[src/rtl/ifetch_pkg.sv]
// Shared types for the instruction fetch queue: queue entry and in-flight tag
// layouts, the fetch FSM state encoding, and the response word selector.
package ifetch_pkg;

  localparam int unsigned PC_W        = 64;
  localparam int unsigned INSTR_W     = 32;
  localparam int unsigned IMEM_DATA_W = 64;

  typedef enum logic [1:0] {
    IDLE,
    RUN,
    HALT
  } ifetch_state_t;

  typedef struct packed {
    logic [PC_W-1:0]    pc;
    logic [INSTR_W-1:0] instr;
    logic               fault;
  } fetch_entry_t;

  typedef struct packed {
    logic [PC_W-1:0] pc;
    logic            epoch;
  } fetch_tag_t;

  // imem returns a doubleword; PC bit 2 picks the upper or lower instruction.
  function automatic logic [INSTR_W-1:0] select_instr(input logic [IMEM_DATA_W-1:0] rdata,
                                                      input logic                   upper);
    return upper ? rdata[63:32] : rdata[31:0];
  endfunction

endpackage

[src/rtl/ifetch_fifo.sv]
// Generic synchronous FIFO with synchronous clear and asynchronous active-low
// reset. DEPTH need not be a power of two. A push into a full FIFO is accepted
// only when a pop happens in the same cycle.
module ifetch_fifo #(
  parameter  int unsigned WIDTH = 8,
  parameter  int unsigned DEPTH = 4,
  localparam int unsigned PTR_W = (DEPTH > 1) ? $clog2(DEPTH) : 1,
  localparam int unsigned CNT_W = $clog2(DEPTH + 1)
) (
  input  logic             clk,
  input  logic             resetn,
  input  logic             clear_i,
  input  logic             push_i,
  input  logic             pop_i,
  input  logic [WIDTH-1:0] data_i,
  output logic [WIDTH-1:0] data_o,
  output logic [CNT_W-1:0] count_o
);

  logic [WIDTH-1:0] mem_q [DEPTH];
  logic [PTR_W-1:0] rd_ptr_q, wr_ptr_q;
  logic [CNT_W-1:0] count_q;
  logic             do_push, do_pop;

  function automatic logic [PTR_W-1:0] bump(input logic [PTR_W-1:0] p);
    return (p == PTR_W'(DEPTH - 1)) ? '0 : p + PTR_W'(1);
  endfunction

  assign do_pop  = pop_i && (count_q != '0);
  assign do_push = push_i && ((count_q != CNT_W'(DEPTH)) || do_pop);
  assign data_o  = mem_q[rd_ptr_q];
  assign count_o = count_q;

  // Pointer and occupancy tracking; clear empties the FIFO regardless of push/pop.
  always_ff @(posedge clk or negedge resetn) begin
    if (!resetn) begin
      rd_ptr_q <= '0;
      wr_ptr_q <= '0;
      count_q  <= '0;
    end else if (clear_i) begin
      rd_ptr_q <= '0;
      wr_ptr_q <= '0;
      count_q  <= '0;
    end else begin
      if (do_push) wr_ptr_q <= bump(wr_ptr_q);
      if (do_pop)  rd_ptr_q <= bump(rd_ptr_q);
      if (do_push && !do_pop)      count_q <= count_q + CNT_W'(1);
      else if (do_pop && !do_push) count_q <= count_q - CNT_W'(1);
    end
  end

  // Storage array; contents are only observed through valid occupancy.
  always_ff @(posedge clk) begin
    if (do_push) mem_q[wr_ptr_q] <= data_i;
  end

endmodule

[src/rtl/ifetch_queue.sv]
// Decoupled instruction fetch: issues in-order imem requests (bounded by
// MAX_OUTSTANDING and by queue credit), tags each with the fetch epoch, and
// buffers epoch-matching responses for decode. A redirect flushes the queue,
// toggles the epoch so in-flight responses are discarded, and reloads the PC.
// Optional feature macro: IFETCH_FAULT_EN (imem_err produces a fault entry and
// halts fetch until the next redirect).
module ifetch_queue import ifetch_pkg::*; #(
  parameter int unsigned     XLEN            = 64,
  parameter int unsigned     ADDR_W          = 32,
  parameter int unsigned     FIFO_DEPTH      = 4,
  parameter int unsigned     MAX_OUTSTANDING = 2,
  parameter logic [XLEN-1:0] RESET_PC        = '0
) (
  input  logic                   clk,
  input  logic                   resetn,
  input  logic                   fetch_en,
  input  logic                   redirect_valid,
  input  logic [XLEN-1:0]        redirect_pc,
  output logic                   imem_req,
  output logic [ADDR_W-1:0]      imem_addr,
  input  logic                   imem_gnt,
  input  logic                   imem_rvalid,
  input  logic [IMEM_DATA_W-1:0] imem_rdata,
  input  logic                   imem_err,
  output logic                   out_valid,
  input  logic                   out_ready,
  output logic [INSTR_W-1:0]     out_instr,
  output logic [XLEN-1:0]        out_pc,
  output logic                   out_fault
);

  localparam int unsigned OS_W = $clog2(MAX_OUTSTANDING + 1);
  localparam int unsigned Q_W  = $clog2(FIFO_DEPTH + 1);

  ifetch_state_t      state_q, state_d;
  logic [XLEN-1:0]    fetch_pc_q, fetch_pc_d;
  logic               epoch_q, epoch_d;
  logic [OS_W-1:0]    outstanding;
  logic [Q_W-1:0]     q_count;
  fetch_tag_t         tag_in, tag_head;
  fetch_entry_t       ent_in, ent_head;
  logic               fire, rsp_keep, rsp_fault, fault_push, out_pop;
  logic [INSTR_W-1:0] rsp_instr;

  // Outstanding requests plus queued entries never exceed FIFO_DEPTH, so every
  // response that arrives has a guaranteed slot in the out queue.
  assign imem_req = (state_q == RUN) && !redirect_valid
                    && (32'(outstanding) < MAX_OUTSTANDING)
                    && ((32'(outstanding) + 32'(q_count)) < FIFO_DEPTH);
  assign imem_addr = {fetch_pc_q[ADDR_W-1:2], 2'b00};
  assign fire      = imem_req && imem_gnt;

  assign tag_in.pc    = PC_W'(fetch_pc_q);
  assign tag_in.epoch = epoch_q;

  ifetch_fifo #(
    .WIDTH($bits(fetch_tag_t)),
    .DEPTH(MAX_OUTSTANDING)
  ) u_tag_q (
    .clk    (clk),
    .resetn (resetn),
    .clear_i(1'b0),
    .push_i (fire),
    .pop_i  (imem_rvalid),
    .data_i (tag_in),
    .data_o (tag_head),
    .count_o(outstanding)
  );

`ifdef IFETCH_FAULT_EN
  assign rsp_fault = imem_err;
  assign rsp_instr = imem_err ? '0 : select_instr(imem_rdata, tag_head.pc[2]);
`else
  logic unused_err;
  assign unused_err = imem_err;
  assign rsp_fault  = 1'b0;
  assign rsp_instr  = select_instr(imem_rdata, tag_head.pc[2]);
`endif

  // Responses from a previous epoch, or arriving during a redirect, are dropped.
  assign rsp_keep   = imem_rvalid && (tag_head.epoch == epoch_q) && !redirect_valid;
  assign fault_push = rsp_keep && rsp_fault;
  assign out_pop    = out_valid && out_ready && !redirect_valid;

  assign ent_in.pc    = tag_head.pc;
  assign ent_in.instr = rsp_instr;
  assign ent_in.fault = rsp_fault;

  ifetch_fifo #(
    .WIDTH($bits(fetch_entry_t)),
    .DEPTH(FIFO_DEPTH)
  ) u_out_q (
    .clk    (clk),
    .resetn (resetn),
    .clear_i(redirect_valid),
    .push_i (rsp_keep),
    .pop_i  (out_pop),
    .data_i (ent_in),
    .data_o (ent_head),
    .count_o(q_count)
  );

  assign out_valid = (q_count != '0);
  assign out_instr = out_valid ? ent_head.instr : '0;
  assign out_pc    = out_valid ? ent_head.pc[XLEN-1:0] : '0;
  assign out_fault = out_valid && ent_head.fault;

  // Fetch state, PC and epoch registers.
  always_ff @(posedge clk or negedge resetn) begin
    if (!resetn) begin
      state_q    <= IDLE;
      fetch_pc_q <= RESET_PC;
      epoch_q    <= 1'b0;
    end else begin
      state_q    <= state_d;
      fetch_pc_q <= fetch_pc_d;
      epoch_q    <= epoch_d;
    end
  end

  // Next state: a redirect leaves IDLE alone but moves RUN/HALT per fetch_en.
  always_comb begin
    state_d = state_q;
    if (redirect_valid) begin
      if (state_q != IDLE) state_d = fetch_en ? RUN : IDLE;
    end else begin
      unique case (state_q)
        IDLE:    if (fetch_en) state_d = RUN;
        RUN: begin
          if (fault_push)     state_d = HALT;
          else if (!fetch_en) state_d = IDLE;
        end
        HALT:    state_d = HALT;
        default: state_d = IDLE;
      endcase
    end
  end

  // PC advance on accepted request; redirect reloads the PC and flips the epoch.
  always_comb begin
    fetch_pc_d = fetch_pc_q;
    epoch_d    = epoch_q;
    if (redirect_valid) begin
      fetch_pc_d = redirect_pc & ~XLEN'(3);
      epoch_d    = ~epoch_q;
    end else if (fire) begin
      fetch_pc_d = fetch_pc_q + XLEN'(4);
    end
  end

endmodule
[config.mk]
export PLATFORM = sky130hd
export DESIGN_NAME = ifetch_queue
export DESIGN_NICKNAME = d
export VERILOG_FILES = /design/src/rtl/ifetch_pkg.sv /design/src/rtl/ifetch_fifo.sv /design/src/rtl/ifetch_queue.sv
export SDC_FILE = /design/constraint.sdc
export NUM_CORES = 1
export LEC_CHECK = 0
export CORE_UTILIZATION = 55
export DETAILED_ROUTE_END_ITERATION = 8
export GPL_TIMING_DRIVEN = 1
export PLACE_DENSITY = 0.78
export SLEW_MARGIN = 20
export SYNTH_ARGS = -nofsm -noshare
export SYNTH_HDL_FRONTEND = slang
export SYNTH_SLANG_ARGS = --single-unit
[constraint.sdc]
create_clock -name clk -period 7 [get_ports clk]
set_clock_uncertainty 0.2 [all_clocks]
set_input_delay 1.75 -clock clk [delete_from_list [all_inputs] [get_ports clk]]
set_output_delay 1.75 -clock clk [all_outputs]
set_load 0.01 [all_outputs]
==> flow_metrics.tcl <==
set metrics [dict create \
    status "completed" \
    vias 13485 \
    n_antenna_cell 0 \
    instances_no_fill 2278 \
    ys_types 62 \
    gr-total-overflow 0 \
    fmax_mhz 187 \
    drt_iter0_markers 1252 \
    drive_gt1_frac 0.191 \
    syn-instance-count 1412 \
    cts_made_buffers 55 \
    min_period_ns 5.34 \
    area_growth_pct 20.2 \
    port_buffers 258 \
    drt_first_pass_iters 6 \
    relSlewSlack 0.331 \
    yosysWarningCount 0 \
    synthesis.area_sq_um 24000 \
    finalSetupViolations 0 \
    track_usage 0.242 \
    wl_per_cell_um 23.2 \
    ys_ff_latch 578 \
    hold_viol 0 \
    ctsHoldBuffers 0 \
    synth_area_per_cell_sq_um 17.0 \
    cts-resized-gates 0 \
    synth_edf_count 502 \
    antenna_found_initial 0 \
    place.gp.congestion 0.816 \
    clock_latency_ns 0.61 \
    cts_setup_buffers 0 \
    route.detailed.drc 0 \
    dpl.hpwl_um 32200 \
    power_density_nw_per_um2 358 \
    totalWireLength_um 52900 \
    dieHeight_um 211 \
    nets 1792 \
    crit_slowest_cell "dfrtp_4" \
    async_flop_share 0.131 \
    die_x_um 211 \
    synth_top_area_cell "edfxtp_1" \
    start_kind "flip-flop" \
    rows 76 \
    maxCapViolCount 0 \
    critical_path_required_ns 5.05 \
    ant_nets 0 \
    finalSetupTns_ns 0 \
    yosysSeqAreaShare 0.706 \
    start_util 0.558 \
    rsz0062_at_grt "no" \
    slowest_delay_ns 0.97 \
    p_leak_uw 0.00958 \
    ys.flop_type "edfxtp_1" \
    grt_start_max_net_pins 80 \
    regArea_sq_um 17000 \
    tritoncts "yes" \
    first_global_vias 13550 \
    timing_worst_setup_path_type "reg2out" \
    worstMarginPinSlew_ns 1.00 \
    path_cells "buf_12 > mux4_2 > and2_1 > clkdlybuf4s50_1" \
    die_area_sq_um 44600 \
    peakVddDrop_v 0.000220 \
    cts_root_buf "clkbuf_16" \
    synth.top_cell.area_share 0.627 \
    ios 267 \
    drv_slew 0 \
    clockBufferDepth 3 \
    cp-end-kind "output port" \
    synth_area_leaders "edfxtp_1 (63%), mux4_2 (8.8%), dfrtp_1 (7.9%)" \
    dp_cells 2175 \
    worst-path-max-fanout 60 \
    hold_path.class "reg2reg" \
    finalCritPeriodShare 0.763 \
    grt_pass1_wl_um 80100 \
    clk_pin_slew_ns 0.07 \
    r2r_slack_ns 3.38 \
    cts_max_level 2 \
    arrival_ns 3.39 \
    core_sq_um 43100 \
    hold_slack_ns 0.250 \
    via_per_inst 5.92 \
    nFillCells 2884 \
    multiInputGateArea_sq_um 6520 \
    cts.sink_count 578 \
]
cells in the mapped netlist (3+ instances only):
master    instances
and4_1            7
nor4_4            4
edfxtp_1        502
nor3_1            8
a31oi_1           9
xor2_1            7
nand4_1          18
xnor2_1           9
ha_1              8
buf_4            35
a22oi_1           5
and3_1           16
and2_1          106
o21ai_0          36
mux2i_1           7
nand3_1          46
nor2_1           31
nor3b_1           3
mux2_2           93
or4_1             5
a221o_1           7
o311ai_0          9
buf_2            15
nand3_2           4
mux4_2           94
dfrtp_1          76
nor4_1            4
nand2_1          92
o211ai_1         32
buf_1             8
clkbuf_1         48
inv_1            14
and3_2            3
a21oi_1          16
area by class of cell:
cell class / count / area share
well taps: 585 / 0.0253
multi-input cells: 718 / 0.225
flip-flops and latches: 578 / 0.588
clock buffers: 70 / 0.0517
repair buffers: 280 / 0.0962
clock inverters: 33 / 0.0118
inverters: 14 / 0.00182
flip-flops by register name (all words and copies together), names as in the netlist:
signal,cells
u_tag_q.rd_ptr_q,1
u_out_q.mem_q,376
u_out_q.wr_ptr_q,2
u_tag_q.wr_ptr_q,1
state_q,2
u_tag_q.count_o,2
u_out_q.rd_ptr_q,2
u_out_q.count_o,3
fetch_pc_q,62
epoch_q,1
u_tag_q.mem_q,126
per-layer routing:
metal | routed length, um | track usage | vias up
li1 | - | - | 5973
met1 | 21800 | 0.333 | 6840
met2 | 26000 | 0.392 | 565
met3 | 3490 | 0.0400 | 107
met4 | 1610 | 0.0872 | 0
met5 | 0 | 0 | -
through the flow:
stage / power, uW / util / setup WS (ns) / area (sq um)
floorplan: 6080 / - / 1.17 / 24100
global placement: 7360 / 0.628 / 1.94 / 27100
detailed placement: 7430 / 0.628 / 1.87 / 27100
CTS: 10500 / 0.671 / 1.53 / 28900
global route: 10800 / 0.671 / 1.44 / 28900
finish: 10400 / 0.671 / 1.66 / 28900
worst paths after layout:
path / endpoint / from / cells after the start
setup / recovery: out_pc[2] / u_out_q.rd_ptr_q[0] / 4
hold / removal: state_q[1] / state_q[0] / 1
setup reg to reg: u_tag_q.mem_q[1][36] / u_out_q.count_o[1] / 6
hold reg to reg: state_q[1] / state_q[0] / 1
max in group asynchronous: u_out_q.rd_ptr_q[0] / resetn / 1
min in group asynchronous: fetch_pc_q[29] / resetn / 1
placed cells by master (no fill, tap or decap), types with 6 or more instances in the layout:
cell,netlist,routed
bufinv_16,0,7
ha_1,8,8
clkbuf_1,48,11
and3_1,16,16
o311ai_0,9,9
inv_1,14,14
clkdlybuf4s50_1,0,256
mux2_2,93,93
mux4_2,94,94
edfxtp_1,502,502
a31oi_1,9,9
xor2_1,7,7
o21ai_0,36,36
nand3_1,46,46
a221o_1,7,7
nor3_1,8,8
and2_1,106,101
nand2_1,92,92
nor2_1,31,30
buf_4,35,19
and4_1,7,7
a21oi_1,16,16
nand4_1,18,18
clkinv_2,0,7
o211ai_1,32,32
clkbuf_16,0,57
mux2i_1,7,6
xnor2_1,9,9
clkinv_1,0,13
dfrtp_1,76,73
power by group:
part	internal, uW	total (uW)	leakage (uW)	switching (uW)
combinational	1540	2930	0.00322	1390
clock	1770	3020	0.000885	1250
sequential	4170	4410	0.00547	239
total	7470	10400	0.00958	2880
critical path: cells and delay by family (launching register included):
family / cells / cell delay (ns)
multiplexers: 1 / 0.59
flip-flops: 1 / 0.97
buffers and inverters: 2 / 0.97
AND/OR/NAND/NOR: 1 / 0.20
logic make-up after synthesis:
logic type,after synthesis,synth area share
flip-flops,578,0.706
AND/OR/NAND/NOR,364,0.0872
multiplexers,194,0.135
AO/OA/AOI/OAI,130,0.0364
buffers and inverters,120,0.0250
XOR/XNOR,16,0.00583
adder cells (fa/ha/maj),9,0.00500
other,1,0.000156
Power figures use the tool's default switching activity.
